$ cat config.mk
export PLATFORM = sky130hd
export DESIGN_NAME = dmem_ctrl
export DESIGN_NICKNAME = d
export VERILOG_FILES = /design/src/rtl/riscv_pkg.sv /design/src/rtl/dmem_lane_align.sv /design/src/rtl/dmem_ctrl.sv
export SDC_FILE = /design/constraint.sdc
export NUM_CORES = 1
export LEC_CHECK = 0
export BUFFER_PORTS_ARGS = -buffer_cell sky130_fd_sc_hd__buf_2
export CAP_MARGIN = 20
export CORE_UTILIZATION = 25
export CTS_CLUSTER_SIZE = 16
export DETAILED_ROUTE_END_ITERATION = 8
export PLACE_DENSITY = 0.55
export SYNTH_ARGS = -nofsm -noshare
export SYNTH_HDL_FRONTEND = slang
export SYNTH_SLANG_ARGS = --single-unit
$ cat constraint.sdc
create_clock -name clk -period 3.8 [get_ports clk]
set_input_delay 0.19 -clock clk [delete_from_list [all_inputs] [get_ports clk]]
set_output_delay 0.19 -clock clk [all_outputs]
set_load 0.01 [all_outputs]
$ cat src/rtl/riscv_pkg.sv
// Shared types and helpers for the data-memory controller.
// Lane shifting is written once here so the aligner and any future users agree on lane order.
package riscv_pkg;

    typedef enum logic [1:0] {
        IDLE,
        SECOND,
        RESP
    } dmem_state_t;

    // Widest supported lane count (XLEN up to 128).
    localparam int LANE_MAX = 16;

    function automatic logic [2*LANE_MAX-1:0] lane_shift(
        input logic [LANE_MAX-1:0] strobe,
        input logic [3:0]          o
    );
        lane_shift = {{LANE_MAX{1'b0}}, strobe} << o;
    endfunction

endpackage

$ cat src/rtl/dmem_lane_align.sv
// Combinational lane aligner: moves CPU lane-ordered strobes and data onto two SRAM words,
// and moves the two-word SRAM read data back into CPU lane order.
module dmem_lane_align
    import riscv_pkg::*;
#(
    parameter int XLEN = 32,
    localparam int BYTES = XLEN / 8,
    localparam int OFS = $clog2(BYTES)
) (
    input  logic [OFS-1:0]   ofs,
    input  logic [BYTES-1:0] strobe,
    input  logic [XLEN-1:0]  din,
    input  logic [XLEN-1:0]  rd0,
    input  logic [XLEN-1:0]  rd1,
    output logic [BYTES-1:0] s_lo,
    output logic [BYTES-1:0] s_hi,
    output logic [XLEN-1:0]  d_lo,
    output logic [XLEN-1:0]  d_hi,
    output logic             split,
    output logic [XLEN-1:0]  rdata
);

    logic [2*LANE_MAX-1:0] s_full;
    logic [2*XLEN-1:0]     d_full;
    logic [2*XLEN-1:0]     rd_full;
    logic [XLEN-1:0]       lane_mask;
    logic                  unused_s;

    always_comb begin
        s_full  = lane_shift(LANE_MAX'(strobe), 4'(ofs));
        d_full  = {{XLEN{1'b0}}, din} << {ofs, 3'b000};
        rd_full = {rd1, rd0} >> {ofs, 3'b000};
        for (int i = 0; i < BYTES; i++) begin
            lane_mask[8*i +: 8] = {8{strobe[i]}};
        end
    end

    assign s_lo     = s_full[BYTES-1:0];
    assign s_hi     = s_full[2*BYTES-1:BYTES];
    assign split    = |s_hi;
    assign d_lo     = d_full[XLEN-1:0];
    assign d_hi     = d_full[2*XLEN-1:XLEN];
    // Lanes the CPU did not strobe read back as zero.
    assign rdata    = rd_full[XLEN-1:0] & lane_mask;
    assign unused_s = ^s_full[2*LANE_MAX-1:2*BYTES];

endmodule

$ cat src/rtl/dmem_ctrl.sv
// Data-memory controller: maps byte-lane CPU requests of any alignment onto a word-wide
// 1-cycle-latency SRAM, splitting word-crossing accesses into two ops and stalling the CPU meanwhile.
module dmem_ctrl
    import riscv_pkg::*;
#(
    parameter int XLEN = 32,
    parameter int AW   = 10
) (
    input  logic              clk,
    input  logic              rst,
    input  logic [XLEN-1:0]   mem_addr,
    input  logic [XLEN/8-1:0] mem_r,
    input  logic [XLEN/8-1:0] mem_w,
    input  logic [XLEN-1:0]   mem_din,
    output logic [XLEN-1:0]   mem_dout,
    output logic              mem_stall,
    output logic              sram_en,
    output logic [XLEN/8-1:0] sram_we,
    output logic [AW-1:0]     sram_addr,
    output logic [XLEN-1:0]   sram_wdata,
    input  logic [XLEN-1:0]   sram_rdata
);

    localparam int BYTES = XLEN / 8;
    localparam int OFS   = $clog2(BYTES);

    // Handshake: while mem_stall=1 the CPU holds mem_addr/mem_r/mem_w/mem_din stable;
    // the cycle mem_stall drops (RESP) is the completion cycle and mem_dout is valid then.

    dmem_state_t state, state_next;

    logic             req;
    logic             req_write;
    logic [BYTES-1:0] req_strobe;
    logic [AW-1:0]    w0;

    logic [OFS-1:0]   ofs_q;
    logic [BYTES-1:0] strobe_q;
    logic [XLEN-1:0]  din_q;
    logic             is_write_q;
    logic             split_q;
    logic [AW-1:0]    w1_q;
    logic [XLEN-1:0]  rd0_q;
    logic [XLEN-1:0]  dout_q;

    logic [OFS-1:0]   a_ofs;
    logic [BYTES-1:0] a_strobe;
    logic [XLEN-1:0]  a_din;
    logic [XLEN-1:0]  a_rd0;
    logic [BYTES-1:0] s_lo, s_hi;
    logic [XLEN-1:0]  d_lo, d_hi;
    logic             split;
    logic [XLEN-1:0]  align_rdata;
    logic [XLEN-1:0]  resp_data;
    logic             unused_addr;

    assign req         = (|mem_w) || (|mem_r);
    assign req_write   = |mem_w;
    assign req_strobe  = req_write ? mem_w : mem_r;
    assign w0          = mem_addr[OFS +: AW];
    assign unused_addr = ^mem_addr[XLEN-1:OFS+AW];

    // IDLE works on the live request; later states on the latched copy.
    assign a_ofs    = (state == IDLE) ? mem_addr[OFS-1:0] : ofs_q;
    assign a_strobe = (state == IDLE) ? req_strobe : strobe_q;
    assign a_din    = (state == IDLE) ? mem_din : din_q;
    assign a_rd0    = split_q ? rd0_q : sram_rdata;

    dmem_lane_align #(.XLEN(XLEN)) u_align (
        .ofs    (a_ofs),
        .strobe (a_strobe),
        .din    (a_din),
        .rd0    (a_rd0),
        .rd1    (sram_rdata),
        .s_lo   (s_lo),
        .s_hi   (s_hi),
        .d_lo   (d_lo),
        .d_hi   (d_hi),
        .split  (split),
        .rdata  (align_rdata)
    );

    always_comb begin
        state_next = state;
        sram_en    = 1'b0;
        sram_we    = '0;
        sram_addr  = '0;
        sram_wdata = '0;
        mem_stall  = 1'b0;
        resp_data  = '0;
        case (state)
            IDLE: begin
                if (req) begin
                    sram_en    = 1'b1;
                    sram_addr  = w0;
                    sram_we    = req_write ? s_lo : '0;
                    sram_wdata = d_lo;
                    mem_stall  = 1'b1;
                    state_next = split ? SECOND : RESP;
                end
            end
            SECOND: begin
                sram_en    = 1'b1;
                sram_addr  = w1_q;
                sram_we    = is_write_q ? s_hi : '0;
                sram_wdata = d_hi;
                mem_stall  = 1'b1;
                state_next = RESP;
            end
            RESP: begin
                resp_data  = is_write_q ? '0 : align_rdata;
                state_next = IDLE;
            end
            default: state_next = IDLE;
        endcase
        // Reset suppresses any op that would otherwise issue this cycle.
        if (rst) begin
            sram_en   = 1'b0;
            sram_we   = '0;
            mem_stall = 1'b0;
        end
    end

    assign mem_dout = (state == RESP && !rst) ? resp_data : dout_q;

    always_ff @(posedge clk) begin
        if (rst) begin
            state      <= IDLE;
            ofs_q      <= '0;
            strobe_q   <= '0;
            din_q      <= '0;
            is_write_q <= 1'b0;
            split_q    <= 1'b0;
            w1_q       <= '0;
            rd0_q      <= '0;
            dout_q     <= '0;
        end else begin
            state <= state_next;
            if (state == IDLE && req) begin
                ofs_q      <= mem_addr[OFS-1:0];
                strobe_q   <= req_strobe;
                din_q      <= mem_din;
                is_write_q <= req_write;
                split_q    <= split;
                w1_q       <= w0 + 1'b1;
            end
            if (state == SECOND) begin
                rd0_q <= sram_rdata;
            end
            if (state == RESP) begin
                dout_q <= resp_data;
            end
        end
    end

endmodule

## Yosys cells after proc, flatten, opt, wreduce, memory -nomap -nowiden

Cells that the tools add are included.

| cells by class | value |
|---|---|
| shifts and indexed selects | 3 |
| multiply operators | 0 |
| muxes and demuxes | 23 |
| $add $sub $neg | 1 |
| reduce and logical (&&, ||, !) cells | 8 |
| eq/ne operators | 3 |
| divide/modulo/power cells | 0 |
| magnitude comparators | 0 |
| bitwise gates (word level) | 1 |

Operators by type and width:

| operator | count |
|---|---|
| $mux W32 | 6 |
| $pmux W32 S2 | 1 |
| $shl A32 B5 Y64 | 1 |
| $shr A64 B5 Y32 | 1 |
| $and A32 B32 Y32 | 1 |
| $mux W4 | 6 |
| $pmux W10 S2 | 1 |
| $reduce_or A4 Y1 | 3 |
| $add A10 B1 Y10 const B | 1 |
| $mux W10 | 1 |
| $pmux W4 S2 | 1 |
| $shl A4 B2 Y8 | 1 |
| $mux W2 | 3 |
| $pmux W2 S2 | 1 |
| $eq A2 B1 Y1 const B | 1 |
| $eq A2 B2 Y1 const B | 1 |
| $logic_and A1 B1 Y1 | 2 |
| $logic_not A2 Y1 | 1 |
| $mux W1 | 2 |
| $ne A2 B2 Y1 const B | 1 |
| $pmux W1 S2 | 1 |
| $logic_not A1 Y1 | 1 |
| $logic_or A1 B1 Y1 | 1 |

| storage, ports and cells | value |
|---|---|
| latch bits | 0 |
| register bits | 116 |
| memories | 0 |
| input port bits | 106 |
| RAM bits | 0 |
| word-level logic and storage cells | 48 |
| ROM bits | 0 |

## Logic depth before layout (Yosys ltp)

Gate-level depths: netlist (run 1).

| logic depth | value |
|---|---|
| depth after elaboration | 8 |
| gate-level depth with buffers | 9 |

## Modules after synthesis

A second synthesis (run 1) with hierarchy kept.

| second synthesis, totals | value |
|---|---|
| cells, all modules | 937 |
| area total of the unflattened synthesis | 7518.5 µm² |

Modules (own cells, without submodules):

| module | instances | area each (µm²) | cells an instance |
|---|---|---|---|
| dmem_ctrl | 1 | 5719.2 | 710 |
| dmem_lane_align | 1 | 1799.2 | 227 |

## Worst setup path after synthesis (run 1)

No wires, ideal clock.

| timing | value |
|---|---|
| path type | reg2out |
| from | register state[1] |
| to | output port mem_dout[0] |
| slack | 1.755 ns |
| buffers on the path | 1 |
| arrival | 1.855 ns |
| cell stages (with the launch flop) | 6 |
| cells stage by stage | dfxtp_1 buf_2 or3b_1 nand2_4 mux4_2 o211ai_1 |

| on the way | value |
|---|---|
| cells in the longest elaborated chain, start to end | 7 |
| elaborated cells between the ends (all ways) | 10 |
| classes of those cells | 1 x eq/ne; 1 x shift; 5 x mux; 1 x bitwise; 2 x reduce/logical |

Ends and longest elaborated chain:

| what | line | source |
|---|---|---|
| start, declared | dmem_ctrl.sv:30 | `dmem_state_t state, state_next;` |
| start signal, assigned | dmem_ctrl.sv:138 | `state <= state_next;` |
| $logic_not A2 Y1 | dmem_ctrl.sv:64, dmem_ctrl.sv:65 |  |
| $mux W2 | dmem_ctrl.sv:64 | `assign a_ofs = (state == IDLE) ? mem_addr[OFS-1:0] : ofs_q;` |
| $shr A64 B5 Y32 | dmem_lane_align.sv:32 | `rd_full = {rd1, rd0} >> {ofs, 3'b000};` |
| $and A32 B32 Y32 | dmem_lane_align.sv:44 | `assign rdata = rd_full[XLEN-1:0] & lane_mask;` |
| $mux W32 | dmem_ctrl.sv:111 | `resp_data = is_write_q ? '0 : align_rdata;` |
| $mux W32 | dmem_ctrl.sv:91 | `case (state)` |
| $mux W32 (*) | dmem_ctrl.sv:124 | `assign mem_dout = (state == RESP && !rst) ? resp_data : dout_q;` |
| end, declared | dmem_ctrl.sv:15 | `output logic [XLEN-1:0] mem_dout,` |

Mark *: on every way between the ends. The rest lies on a longest branch, timed or not.

## Final worst setup path (run 1)

| timing | value |
|---|---|
| from | register state[1] |
| to | output port mem_dout[5] |

Same word-level chain as after synthesis.

==> results.md, run 1 <==
* Max VDD drop at 0.000253 V
* Mapped Cells at 1065
* Tot GR Track Use at 18.2%
* Worst Max-Slew Pin Slew at 0.991 ns
* Failing checks: DRC
* Period Utilization, post-route at 82.0%
* Max-cap violations at 0
* Cts bufs inserted at 17
* Depth of the CTS H-tree at 4
* Dpl hpwl at approximately 21000 µm
* Status: finished with violations
* Clk Latency, worst-skew pair at 0.42 ns
* WS Path Type: reg -> out
* Post-synth ARST share at 0%
* Die height at 180 µm
* Fin nets at 1294
* Hold Buf Count CTS at 0
* Die X at 180 µm
* Reg2reg setup slack at about 1.5 ns
* RSZ-0062 raised after global routing: false
* CP cell instances: buf_4 > or3b_1 > buf_4 > nand2_4 > mux4_2 > o211ai_1 > buf_2
* Register area share after synthesis at 29.4%
* CTS root buffer: clkbuf_16
* Total power at 7.04 mW
* Crit-path most repeated cell: buf_4
* Avg Synthesized Cell Area at approximately 7.4 µm²
* Vias in the first global route at 7850
* Reg-to-reg critical path endpoint: dout_q[5]
* Routed vias at approximately 8600
* Slowest CP cell: mux4_2
* Post-Layout Cell Count at roughly 1600
* CTS tree: built
* ANT nets after route at 0
* Final wirelength at 29900 µm
* Final setup fails at 0
* Crit path max fanout at 20
* Cells after DPL at 1563
* Cell row count at 64
* P&R area growth vs syn at 23.0%
* CP arrival at 2.93 ns
* First-pass GRT wire length at 46200 µm
* I/O pins at 186
* Total negative slack at 0 ns
* Pleak at 3.95 nW
* Synth Net Count at approximately 1200
* Core area at 30800 µm²
* CP Capture Point: mem_dout[5]
* Final hold violation count at 0
* Largest net degree at the start of global routing at 67
* # DRC at 5
* Min setup slack post-route at 0.683 ns
* DRT iter0 DRCs at 723
* Gr ovfl total at 0
* Layout cells sized above 1 at a little under a quarter
* Post-cts sizing count at 0
* Max incr delay on CP at 0.60 ns
* Port Buffers at 165
* CTS max path bufs at 2
* Clock slew at reported path FFs at 0.06 ns
* Critical path data required time at 3.61 ns
* Maximum clock frequency at 321 MHz
* Routed WL per cell at 18.6 µm
* Pwr Density at 725 nW/µm²
* Antenna violations before repair at 10
* Clk_skew at a little under 0.01 ns
* CP startpoint: state[1]
* Reg2reg path depth at 6
* Min-delay src: sram_rdata[25]
* Post-synthesis register bit count at 116
* Final Max Slew Viols at 0
* Postcts setup bufs at 0
* Reg2reg start: state[1]
* Synth cell types at 64
* Tmin final at a little over 3 ns
* Initial DRT Pass Iterations at 9
* Synthesized area at 7890 µm²
* Sink Count at 116
* Min-Delay Path Class: in -> reg
* Number of flops mapped to enable cells by yosys at 0
* Pre-CTS setup slack at approximately 1.1 ns
* Die Footprint at 32300 µm²
* Crit path launch type: register
* Ys flop type: dfxtp_1
* Final Hold Slack at 0.0141 ns
* Fill count at 3249
* Slew margin rel. at 33.8%
* Vias per cell at 5.35
* Yosys warns at 0
* CP Capture Type: output pin
* RD Place Congestion at 0.927
* Initial Util at 25.6%
==> cell families after synthesis <==
kind of cell | Yosys count | synth area share [%]
muxes | 100 | 14.2
buffers and inverters | 132 | 7.09
DFF | 116 | 29.4
adders and majority gates | 1 | 0.159
AOI/OAI and AO/OA | 287 | 24.2
and+or+nand+nor | 421 | 24.0
xor gates and xnor gates | 8 | 0.888
==> critical path, delay by kind of cell, from the launching register on <==
family	cells	cell delay (ns)
flops	1	0.34
compound gates	1	0.23
buf+inv	3	0.63
mux	1	0.60
simple gates	2	0.66
==> synthesized netlist by cell type, types with 4 or more instances <==
cell,instances,share of area [%]
a22o_1,18,2.0
mux2i_1,75,9.5
mux2_2,17,2.4
o22ai_1,16,1.3
nor2_1,27,1.3
nand4_1,10,0.79
nand3_1,83,5.3
dfxtp_1,116,29
buf_1,7,0.33
a211oi_1,15,1.4
a21oi_1,91,5.8
o211ai_1,40,3.8
o41ai_1,8,0.89
nor4b_1,4,0.44
clkbuf_1,51,2.4
inv_1,39,1.9
mux4_2,8,2.3
buf_2,30,1.9
nor3_1,25,1.6
a2bb2oi_1,9,1.0
o21ai_0,35,2.2
nand2_1,247,12
o21ai_1,9,0.57
xnor2_1,6,0.67
o21a_1,4,0.38
a21boi_0,7,0.67
or4b_1,4,0.51
o221ai_1,18,2.0
==> area by class of cell <==
class | count | area [µm²] | area share (%)
timing repair buffer | 196 | 1080 | 11.2
antenna | 8 | 20.0 | 0.206
sequential | 116 | 2320 | 24.0
inverter | 39 | 146 | 1.51
multi-input combinational | 817 | 5050 | 52.1
clock buffer | 17 | 425 | 4.38
clock inverter | 15 | 155 | 1.60
tap | 396 | 495 | 5.11
==> report_power, final <==
group | internal [mW] | switching [mW]
Clock | 0.967 | 0.644
Sequential | 1.47 | 0.230
Combinational | 1.35 | 2.37
==> flip-flops by register name, summed over array words and instances, names as in the netlist, 2 cells and up <==
signal and flops:
ofs_q 2, state 2, dout_q 32, rd0_q 32
din_q 32, strobe_q 4, w1_q 10
==> worst min-delay path by stage <==
stage / depth (start not counted) / end / slack, ns
2_1_floorplan: 1 / w1_q[0] / 0.29
3_3_place_gp: 2 / rd0_q[25] / 0.44
3_5_place_dp: 2 / rd0_q[29] / 0.45
4_1_cts: 3 / rd0_q[25] / 0.0001
5_1_grt: 3 / rd0_q[29] / 0.01
6_report: 3 / rd0_q[25] / 0.01
==> per-stage QoR <==
step | utilization (%) | instance area [µm²]
after CTS | 31.3 | 9660
final | 31.5 | 9700
after detailed placement | 29.5 | 9080
after global routing | 31.5 | 9700
after global placement | 29.5 | 9080
after floorplan | - | 7890
==> cells in the final DEF (no fill, tap or decap), types with 29 or more instances in the layout <==
| master | synthesis | layout |
|---|---|---|
| o21ai_0 | 35 | 35 |
| buf_4 | 3 | 29 |
| a21oi_1 | 91 | 90 |
| dfxtp_1 | 116 | 114 |
| nand3_1 | 83 | 83 |
| nand2_1 | 247 | 247 |
| inv_1 | 39 | 39 |
| mux2i_1 | 75 | 75 |
| o211ai_1 | 40 | 40 |
| buf_2 | 30 | 165 |
==> layer usage <==
| layer | global-route usage (%) | part of all wire (%) | up-vias |
|---|---|---|---|
| li1 | - | - | 4101 |
| met1 | 24.1 | 45 | 4078 |
| met2 | 28.0 | 45 | 344 |
| met3 | 4.17 | 7.0 | 50 |
| met4 | 8.07 | 3.2 | 2 |
| met5 | 0 | 0.044 | - |
Note: power is estimated with default switching activity, not from simulation.
==> inputs of run 2 (changes only) <==
Settings changed: ABC_AREA from default to 1, PLACE_DENSITY 0.55 to 0.56.
Clock period 3.8 ns to 2.91 ns, I/O delays scaled along.
==> run 2 against run 1 <==
  * The run now ends clean
  * Sequential share of layout area grew 0.83 points
  * Non-clock buffer count grew 34
  * Clock-buffer cell count is the same
  * Flip-flop and latch count is the same
  * Synthesized cell count grew 11%
  * Setup slack lost 0.42 ns
  * Register-to-register slack lost 0.49 ns
  * First-iteration DRC count shrank 23%
  * Total power grew 44%
  * Synthesized area shrank 8.0%
  * Worst hold slack gained 0.0072 ns
  * Largest power group unchanged
  * Final area shrank 3.5%
==> results.md, run 2 <==
* Status: complete, no violations
* Total negative slack at 0 ns
* Synth cell count leaders: nand2_1 (389), o21ai_0 (132), a21oi_1 (127), dfxtp_1 (116), o21ai_1 (59)
* Post-synth ARST share at 0%
* Depth of the CTS H-tree at 4
* Routed WL per cell at approximately 15 µm
* Max VDD drop at approximately 0.0006 V
* CP Capture Type: output pin
* Largest net degree at the start of global routing at 79
* Clk Latency, worst-skew pair at ~0.42 ns
* Crit path max fanout at 34
* Synthesized area at approximately 7300 µm²
* Critical path buffers and inverters at 4
* Worst Max-Slew Pin Slew at 0.796 ns
* Max-cap violations at 0
* Vias per cell at ~4.8
* Clk_skew at 0.0113 ns
* Cell row count at 62
* Ys flop type: dfxtp_1
* Vias in the first global route at 7429
* Commonest non-fill, non-tap cells in the layout: nand2_1 (389), buf_2 (165), o21ai_0 (132), a21oi_1 (127), dfxtp_1 (116)
* Antenna violations before repair at 3
* Reg2reg setup slack at 0.96 ns
* Maximum clock frequency at 378 MHz
* Avg Synthesized Cell Area at 6.13 µm²
* Die Footprint at 29700 µm²
* Reg-to-reg critical path endpoint: dout_q[21]
* Tot GR Track Use at 17.7%
* Number of flops mapped to enable cells by yosys at 0
* Synth area leader: dfxtp_1
* ANT nets after route at 0
* Final hold violation count at 0
* Crit path launch type: register
* Die height at ~170 µm
* Sink Count at 116
* I/O pins at 186
* Fin nets at ~1500
* Pleak at 4.17 nW
* CTS max path bufs at 2
* Initial Util at 25.3%
* Most common cell after layout, fill and taps aside: nand2_1
* WS Path Type: reg -> out
* # DRC at 0
* Mapped Cells at 1183
* Register area share after synthesis at 32.0%
* RD Place Congestion at roughly 0.83
* Final wirelength at about 26000 µm
* CP Capture Point: mem_dout[23]
* Synth cell types at 33
* Max incr delay on CP at 0.46 ns
* CP Depth at 9
* Clock slew at reported path FFs at 0.06 ns
* Pwr Density at 1080 nW/µm²
* Min-Delay Path Class: in -> reg
* Cts bufs inserted at 17
* Post-synthesis register bit count at between 100 and 150
* CP startpoint: state[1]
* DRT iter0 DRCs at 560
* Period Utilization, post-route at roughly 91%
* First-pass GRT wire length at 40000 µm
* Port Buffers at 165
* Top-count cell post-synth: nand2_1
* Final setup fails at 0
* Post-Layout Cell Count at 1742
* Largest regs: din_q (32), dout_q (32), rd0_q (32)
* Slowest CP cell: dfxtp_1
* P&R area growth vs syn at 29.1%
* Die X at 172 µm
* Delay-heaviest family, CP: simple AND/OR/NAND/NOR gates
* CP arrival at 2.50 ns
* Tmin final at 2.64 ns
* Yosys warns at 0
* Gr ovfl total at 0
* RSZ-0062 raised after global routing: false
* Initial DRT Pass Iterations at 5
* Reg2reg start: split_q
* Final Max Slew Viols at 0
* Reg2reg path depth at 7
* CTS tree: built
* Layout cells sized above 1 at between 10% and 20%
* Slew margin rel. at 46.9%
* Synth Net Count at 1290
* Dpl hpwl at 18200 µm
* CP cell instances: inv_2 > nor2_1 > inv_4 > nor2_1 > nand3_1 > inv_2 > nand3_1 > o21ai_1 > buf_2
* CTS root buffer: clkbuf_16
* Core area at 28600 µm²
* Largest cells by area after synthesis: dfxtp_1 (32%), nand2_1 (20%), o21ai_0 (9.1%)
* Post-synth top area share at 32.0%
* Cells after DPL at 1666
* Routed vias at around 8400
* Critical path data required time at about 2.8 ns
## run 2: changes by cell type in the layout (fill, tap and decap cells not counted), moves of 20 or more
cell           before  now
a21oi_1            90  127
dlygate4sd3_1       0   41
mux2i_1            75    0
nand2_1           247  389
nand3_1            83   54
nor2_1             26   55
nor3_1             25    5
o21ai_0            35  132
o21ai_1             8   59
## run 2: routing by layer
metal | GRT usage [%] | part of all wire (%) | up-vias
met4 | 4.89 | 1.2 | 2
met1 | 22.3 | 44 | 3836
met2 | 30.5 | 49 | 264
li1 | - | - | 4238
met5 | 0 | 0.031 | -
met3 | 3.39 | 6.1 | 28
## run 2: cell families (layout without fill, tap and decap cells)
kind of cell / count (synthesis) / count (layout) / synth area share [%]
other: 0 / 1 / 0
adders and majority gates: 1 / 1 / 0.172
buffers and inverters: 157 / 331 / 9.86
DFF: 116 / 116 / 32.0
AOI/OAI and AO/OA: 369 / 369 / 27.2
xor gates and xnor gates: 7 / 7 / 0.845
and+or+nand+nor: 533 / 533 / 29.9
## run 2: where the power goes
group | internal (mW) | switching, mW
clock network | 1.20 | 0.882
registers | 1.99 | 0.190
logic | 1.96 | 3.93
total | 5.14 | 5.00
## run 2: cell type report
cell class | instances | area, µm²
inverter | 69 | 262
timing repair buffer | 230 | 1500
clock inverter | 15 | 148
tap | 384 | 480
antenna | 1 | 2.50
clock buffer | 17 | 425
fill | 3165 | 19300
sequential | 116 | 2320
multi-input combinational | 910 | 4220
## run 2: metrics by stage
| stage | cell area, µm² | setup WS, ns | util, % | hold slack [ns] | power, mW |
|---|---|---|---|---|---|
| final | 9370 | 0.267 | 32.7 | 0.0212 | 10.1 |
| after global routing | 9360 | 0.0746 | 32.7 | 0.0225 | 11.0 |
| after CTS | 9350 | 0.122 | 32.7 | 0.000768 | 10.2 |
| after detailed placement | 8360 | 0.579 | 29.2 | 0.377 | 8.00 |
| after global placement | 8360 | 0.619 | 29.2 | 0.378 | 7.95 |
| after floorplan | 7260 | 1.37 | - | 0.236 | 6.36 |
## run 2: how the worst min path moves through the flow
stage | to | from | slack, ns | depth (start not counted)
6_report | rd0_q[22] | sram_rdata[22] | 0.02 | 3
5_1_grt | rd0_q[22] | sram_rdata[22] | 0.02 | 3
4_1_cts | rd0_q[22] | sram_rdata[22] | 0.0008 | 3
3_5_place_dp | w1_q[0] | mem_addr[2] | 0.38 | 2
3_3_place_gp | w1_q[0] | mem_addr[2] | 0.38 | 2
2_1_floorplan | w1_q[0] | mem_addr[2] | 0.24 | 1
## run 2: what timing repair did
item                                   4_1_cts  5_1_grt
hold buffers                                41        0
endpoints found under the hold margin       41        0
setup buffers                                0        2
setup endpoints to repair                    0        4
resized for setup                            0        2
## run 2: worst min-delay path, stage by stage
cell	delay, ns
buf_2	0.12
inv_1	0.07
a21oi_1	0.06
